`config.mk`:
```
export PLATFORM = sky130hd
export DESIGN_NAME = mem_wb_reg_way0
export DESIGN_NICKNAME = d
export VERILOG_FILES = /design/src/rtl/b8_pipe_pkg.sv /design/src/rtl/pipe_skid_buf.sv /design/src/rtl/mem_wb_reg_way0.sv
export SDC_FILE = /design/constraint.sdc
export NUM_CORES = 1
export LEC_CHECK = 0
export CAP_MARGIN = 0
export CORE_ASPECT_RATIO = 1.4
export CORE_UTILIZATION = 40
export CTS_CLUSTER_DIAMETER = 200
export CTS_CLUSTER_SIZE = 8
export DETAILED_ROUTE_END_ITERATION = 8
export PLACE_DENSITY = 0.68
export SLEW_MARGIN = 10
export SYNTH_ARGS = -nofsm -noshare
export SYNTH_HDL_FRONTEND = slang
export SYNTH_SLANG_ARGS = --single-unit
```
`constraint.sdc`:
```
create_clock -name clk -period 2.7 [get_ports clk]
set_clock_uncertainty 0.05 [all_clocks]
set_input_delay 0.54 -clock clk [delete_from_list [all_inputs] [get_ports clk]]
set_output_delay 0.54 -clock clk [all_outputs]
set_load 0.005 [all_outputs]
```
`src/rtl/b8_pipe_pkg.sv`:
```
// b8_pipe_pkg: widths and the write-back payload shared by the way pipeline stages
package b8_pipe_pkg;

    localparam int DATA_W  = 64;
    localparam int RADDR_W = 5;
    localparam int PID_W   = 2;

    typedef struct packed {
        logic               rdWriteEnable;
        logic [RADDR_W-1:0] rdAddr;
        logic [DATA_W-1:0]  rdData;
        logic [PID_W-1:0]   pID;
`ifdef DebugMode
        logic [31:0]        instAddr;
        logic [31:0]        inst;
`endif
    } wb_payload_t;

endpackage

```
`src/rtl/pipe_skid_buf.sv`:
```
// pipe_skid_buf: two-entry valid/ready skid buffer with registered ready and flush
module pipe_skid_buf #(
    parameter type T = logic
) (
    input  logic clk,
    input  logic rst_n,
    input  logic flush_i,
    input  logic valid_i,
    output logic ready_o,
    input  T     data_i,
    output logic valid_o,
    input  logic ready_i,
    output T     data_o
);

    logic main_v_q, main_v_d, skid_v_q, skid_v_d;
    logic in_fire, out_fire, main_ld, skid_ld;
    T     main_q, skid_q;

    assign ready_o  = ~skid_v_q;
    assign valid_o  = main_v_q;
    assign data_o   = main_q;
    assign in_fire  = valid_i & ready_o;
    assign out_fire = main_v_q & ready_i;

    // Next-state: main refills from skid when it drains, otherwise from the input; skid only catches stalled input
    always_comb begin
        main_ld  = ~flush_i & (skid_v_q ? out_fire : (in_fire & (~main_v_q | out_fire)));
        skid_ld  = ~flush_i & ~skid_v_q & main_v_q & ~out_fire & in_fire;
        main_v_d = ~flush_i & (skid_v_q | (main_v_q & ~out_fire) | in_fire);
        skid_v_d = ~flush_i & (skid_v_q ? ~out_fire : skid_ld);
    end

    // Valid flags and payload slots; payload only moves on capture so a held entry stays stable
    always_ff @(posedge clk or negedge rst_n) begin
        if (!rst_n) begin
            main_v_q <= 1'b0;
            skid_v_q <= 1'b0;
            main_q   <= '0;
            skid_q   <= '0;
        end else begin
            main_v_q <= main_v_d;
            skid_v_q <= skid_v_d;
            if (main_ld) main_q <= skid_v_q ? skid_q : data_i;
            if (skid_ld) skid_q <= data_i;
        end
    end

endmodule

```
`src/rtl/mem_wb_reg_way0.sv`:
```
// mem_wb_reg_way0: way0 MEM->WB pipeline register built on a flushable skid buffer
module mem_wb_reg_way0
    import b8_pipe_pkg::*;
(
    input  logic               clk,
    input  logic               rst_n,
    input  logic               flush_i,
    input  logic               valid_i,
    output logic               ready_o,
    input  logic               rdWriteEnable_i,
    input  logic [RADDR_W-1:0] rdAddr_i,
    input  logic [DATA_W-1:0]  rdData_i,
    input  logic [PID_W-1:0]   way0_pID_i,
`ifdef DebugMode
    input  logic [31:0]        instAddr_i,
    input  logic [31:0]        inst_i,
    output logic [31:0]        instAddr_o,
    output logic [31:0]        inst_o,
`endif
    output logic               valid_o,
    input  logic               ready_i,
    output logic               rdWriteEnable_o,
    output logic [RADDR_W-1:0] rdAddr_o,
    output logic [DATA_W-1:0]  rdData_o,
    output logic [PID_W-1:0]   way0_pID_o
);

    wb_payload_t in_p, out_p;

    // Pack the memory-stage fields into one payload word
    always_comb begin
        in_p               = '0;
        in_p.rdWriteEnable = rdWriteEnable_i;
        in_p.rdAddr        = rdAddr_i;
        in_p.rdData        = rdData_i;
        in_p.pID           = way0_pID_i;
`ifdef DebugMode
        in_p.instAddr      = instAddr_i;
        in_p.inst          = inst_i;
`endif
    end

    pipe_skid_buf #(.T(wb_payload_t)) u_buf (
        .clk     (clk),
        .rst_n   (rst_n),
        .flush_i (flush_i),
        .valid_i (valid_i),
        .ready_o (ready_o),
        .data_i  (in_p),
        .valid_o (valid_o),
        .ready_i (ready_i),
        .data_o  (out_p)
    );

    assign rdWriteEnable_o = out_p.rdWriteEnable;
    assign rdAddr_o        = out_p.rdAddr;
    assign rdData_o        = out_p.rdData;
    assign way0_pID_o      = out_p.pID;
`ifdef DebugMode
    assign instAddr_o      = out_p.instAddr;
    assign inst_o          = out_p.inst;
`endif

endmodule

```
==> impl_metrics.json <==
{
  "p_leak_nw": 3.691,
  "whs_ps": 19.75,
  "total_power_mw": 6.782,
  "drv_slew": 0,
  "maxCapViolCount": 0,
  "reg2reg_from": "u_buf.valid_o$_DFF_PN0_",
  "period_minus_slack_ps": 2084,
  "drive_gt1_share_pct": 46.38,
  "max_slew_margin_pct": 61.90,
  "fp.dieW_microns": 109.1,
  "seq_power_share_pct": 45.1,
  "synth-edff-count": 0,
  "synth_cell_types": 14,
  "p_sw_share_pct": 24.02,
  "core_sq_um": 15680,
  "hp-class": "in -> async",
  "worstPathArrival_ps": 2330,
  "p_per_area_nw_per_um2": 776.1,
  "first_global_vias": 4352,
  "status": "complete, no violations",
  "die_h_microns": 151.9,
  "crit_chain": "clkdlybuf4s50_1 -> nor2_1 -> a2111oi_4 -> buf_4 -> buf_12 -> mux2_2",
  "switchingPower_mw": 1.629,
  "yosysMostFrequentCell": "mux2_2",
  "cts_hold_buf": 0,
  "dr.pass1.iters": 4,
  "setup_viol": 0,
  "cp-startpoint": "valid_i",
  "ys.flop_type": "dfrtp_1",
  "place_ws_ps": 191.1,
  "pwr-share-comb_pct": 23.9,
  "place.gp.congestion": 0.7405,
  "diodes": 0,
  "wirelength_microns": 13200,
  "antenna_found_initial": 0,
  "worstSkewPairLatency_ps": 410,
  "dp_hpwl_microns": 8860,
  "ctsResizeCount": 0,
  "post_cts_buffers": 0,
  "finish.utilization_pct": 55.75,
  "wire_per_inst_microns": 17.30,
  "viasPerCell": 5.024,
  "cts_max_level": 4,
  "critical-path-max-stage-delay_ps": 560,
  "synth-seq-cells": 146,
  "die-area_sq_um": 16580,
  "cts_tree": "yes",
  "rsz0062_at_grt": "no",
  "clk_pin_slew_ps": 60,
  "p_int_mw": 5.153,
  "critPathMaxFanout": 27,
  "drtIter0Drc": 90,
  "tns_ps": 0,
  "syn_inst": 396,
  "ant_nets": 0,
  "critPathKind": "in -> reg",
  "port_buffers": 150,
  "multiInputGateArea_sq_um": 2633,
  "critPathSlowestCell": "clkdlybuf4s50_1",
  "syn_to_final_growth_pct": 36.03,
  "synth_nets": 473,
  "grt_max_degree": 53,
  "yosys-top-cells-area": "dfrtp_1, mux2_2, mux2_4",
  "avgSynthCellArea_sq_um": 16.22,
  "cts_max_path_buffers": 2,
  "rows": 54,
  "ir_drop_mv": 0.4351,
  "p_clk_share_pct": 31.0,
  "worstMarginPinSlew_ps": 571.4,
  "nets": 632,
  "netlist.area_leader.share_pct": 56.88,
  "overflow": 0,
  "start_util_pct": 40.98,
  "ys_warn_count": 0,
  "ys_async_sr_fraction_pct": 100.0,
  "fin_crit_sh_pct": 77.18,
  "yosysSeqAreaShare_pct": 56.88,
  "ios": 151,
  "yosys-top-cells-count": "mux2_2, dfrtp_1, mux2_4",
  "numCtsBuffers": 17,
  "grt_pass1_wl_microns": 21950,
  "num_vias": 3833,
  "end_kind": "register",
  "track_usage_pct": 17.24,
  "start_kind": "primary input",
  "hold_viol": 0,
  "fillers": 1295,
  "synth_top_area_cell": "dfrtp_1",
  "clock-root-buffer": "clkbuf_16",
  "fin_ws_ps": 616.2,
  "syn_area_sq_um": 6424,
  "numClockSinks": 146,
  "crit_required_ps": 2940,
  "regArea_sq_um": 3657,
  "drc_errors": 0,
  "fmax_mhz": 479.9
}
-- area by class of cell --
class | count | area share (%)
clock buffers | 22 | 5.427
clock inverters | 9 | 0.6730
inverters | 2 | 0.08591
multi-input cells | 225 | 30.13
flip-flops and latches | 146 | 41.85
well taps | 196 | 2.806
repair buffers | 163 | 19.03
-- cell usage in the layout, fill, tap and decap left out, drive strengths merged, types with 2 or more instances in the layout --
cell	instances
buf	14
clkbuf	22
clkdlybuf4s50	149
clkinv	5
clkinvlp	4
dfrtp	146
inv	2
mux2	216
nor2	3
-- routing by layer --
metal	wire length, microns	part of all wire (%)	vias to the layer above	global-route usage (%)
li1	-	-	1752	-
met1	5616	43	1966	20.99
met2	6603	50	100	28.12
met3	793	6.0	15	5.191
met4	183	1.4	0	6.885
met5	0	0	-	0
-- final timing paths --
path / depth (start not counted) / slack, ps / endpoint
max in group asynchronous: 2 / 1780 / u_buf.data_o[34]$_DFFE_PN0P_
setup / recovery: 6 / 620 / u_buf.data_o[26]$_DFFE_PN0P_
setup reg to reg: 5 / 780 / u_buf.data_o[26]$_DFFE_PN0P_
hold reg to reg: 1 / 450 / u_buf.skid_q[1]$_DFFE_PN0P_
hold / removal: 1 / 20 / u_buf.data_o[43]$_DFFE_PN0P_
min in group clk: 1 / 450 / u_buf.skid_q[1]$_DFFE_PN0P_
-- flip-flops by register name, summed over array words and instances, names as in the netlist --
signal and cells:
u_buf.skid_q 72, u_buf.skid_v_q 1, u_buf.valid_o 1, u_buf.data_o 72
-- power by group through the flow --
stage	logic (mW)	registers [mW]	clock network (mW)
floorplan	0.781	3.03	0
global placement	1.59	3.06	0
detailed placement	1.64	3.09	0
CTS	1.65	3.06	2.17
global route	1.75	3.13	2.27
finish	1.62	3.06	2.11
-- logic make-up after synthesis --
family	after synthesis	share of synthesized area, %
AOI/OAI and AO/OA	3	0.6233
buffers and inverters	25	2.337
DFF	146	56.88
muxes	216	39.62
and+or+nand+nor	6	0.5452
-- critical path, delay by kind of cell --
| family | cells | cell delay (ps) |
|---|---|---|
| AO/OA/AOI/OAI | 1 | 360 |
| buffers and inverters | 3 | 940 |
| multiplexers | 1 | 360 |
| AND/OR/NAND/NOR | 1 | 90 |
-- through the flow --
step / std cells / cell area [sq um]
2_1_floorplan: 396 / 6424
3_3_place_gp: 732 / 8205
3_5_place_dp: 732 / 8205
4_1_cts: 763 / 8738
5_1_grt: 763 / 8738
6_report: 763 / 8738
(Power assumes the default switching activity.)
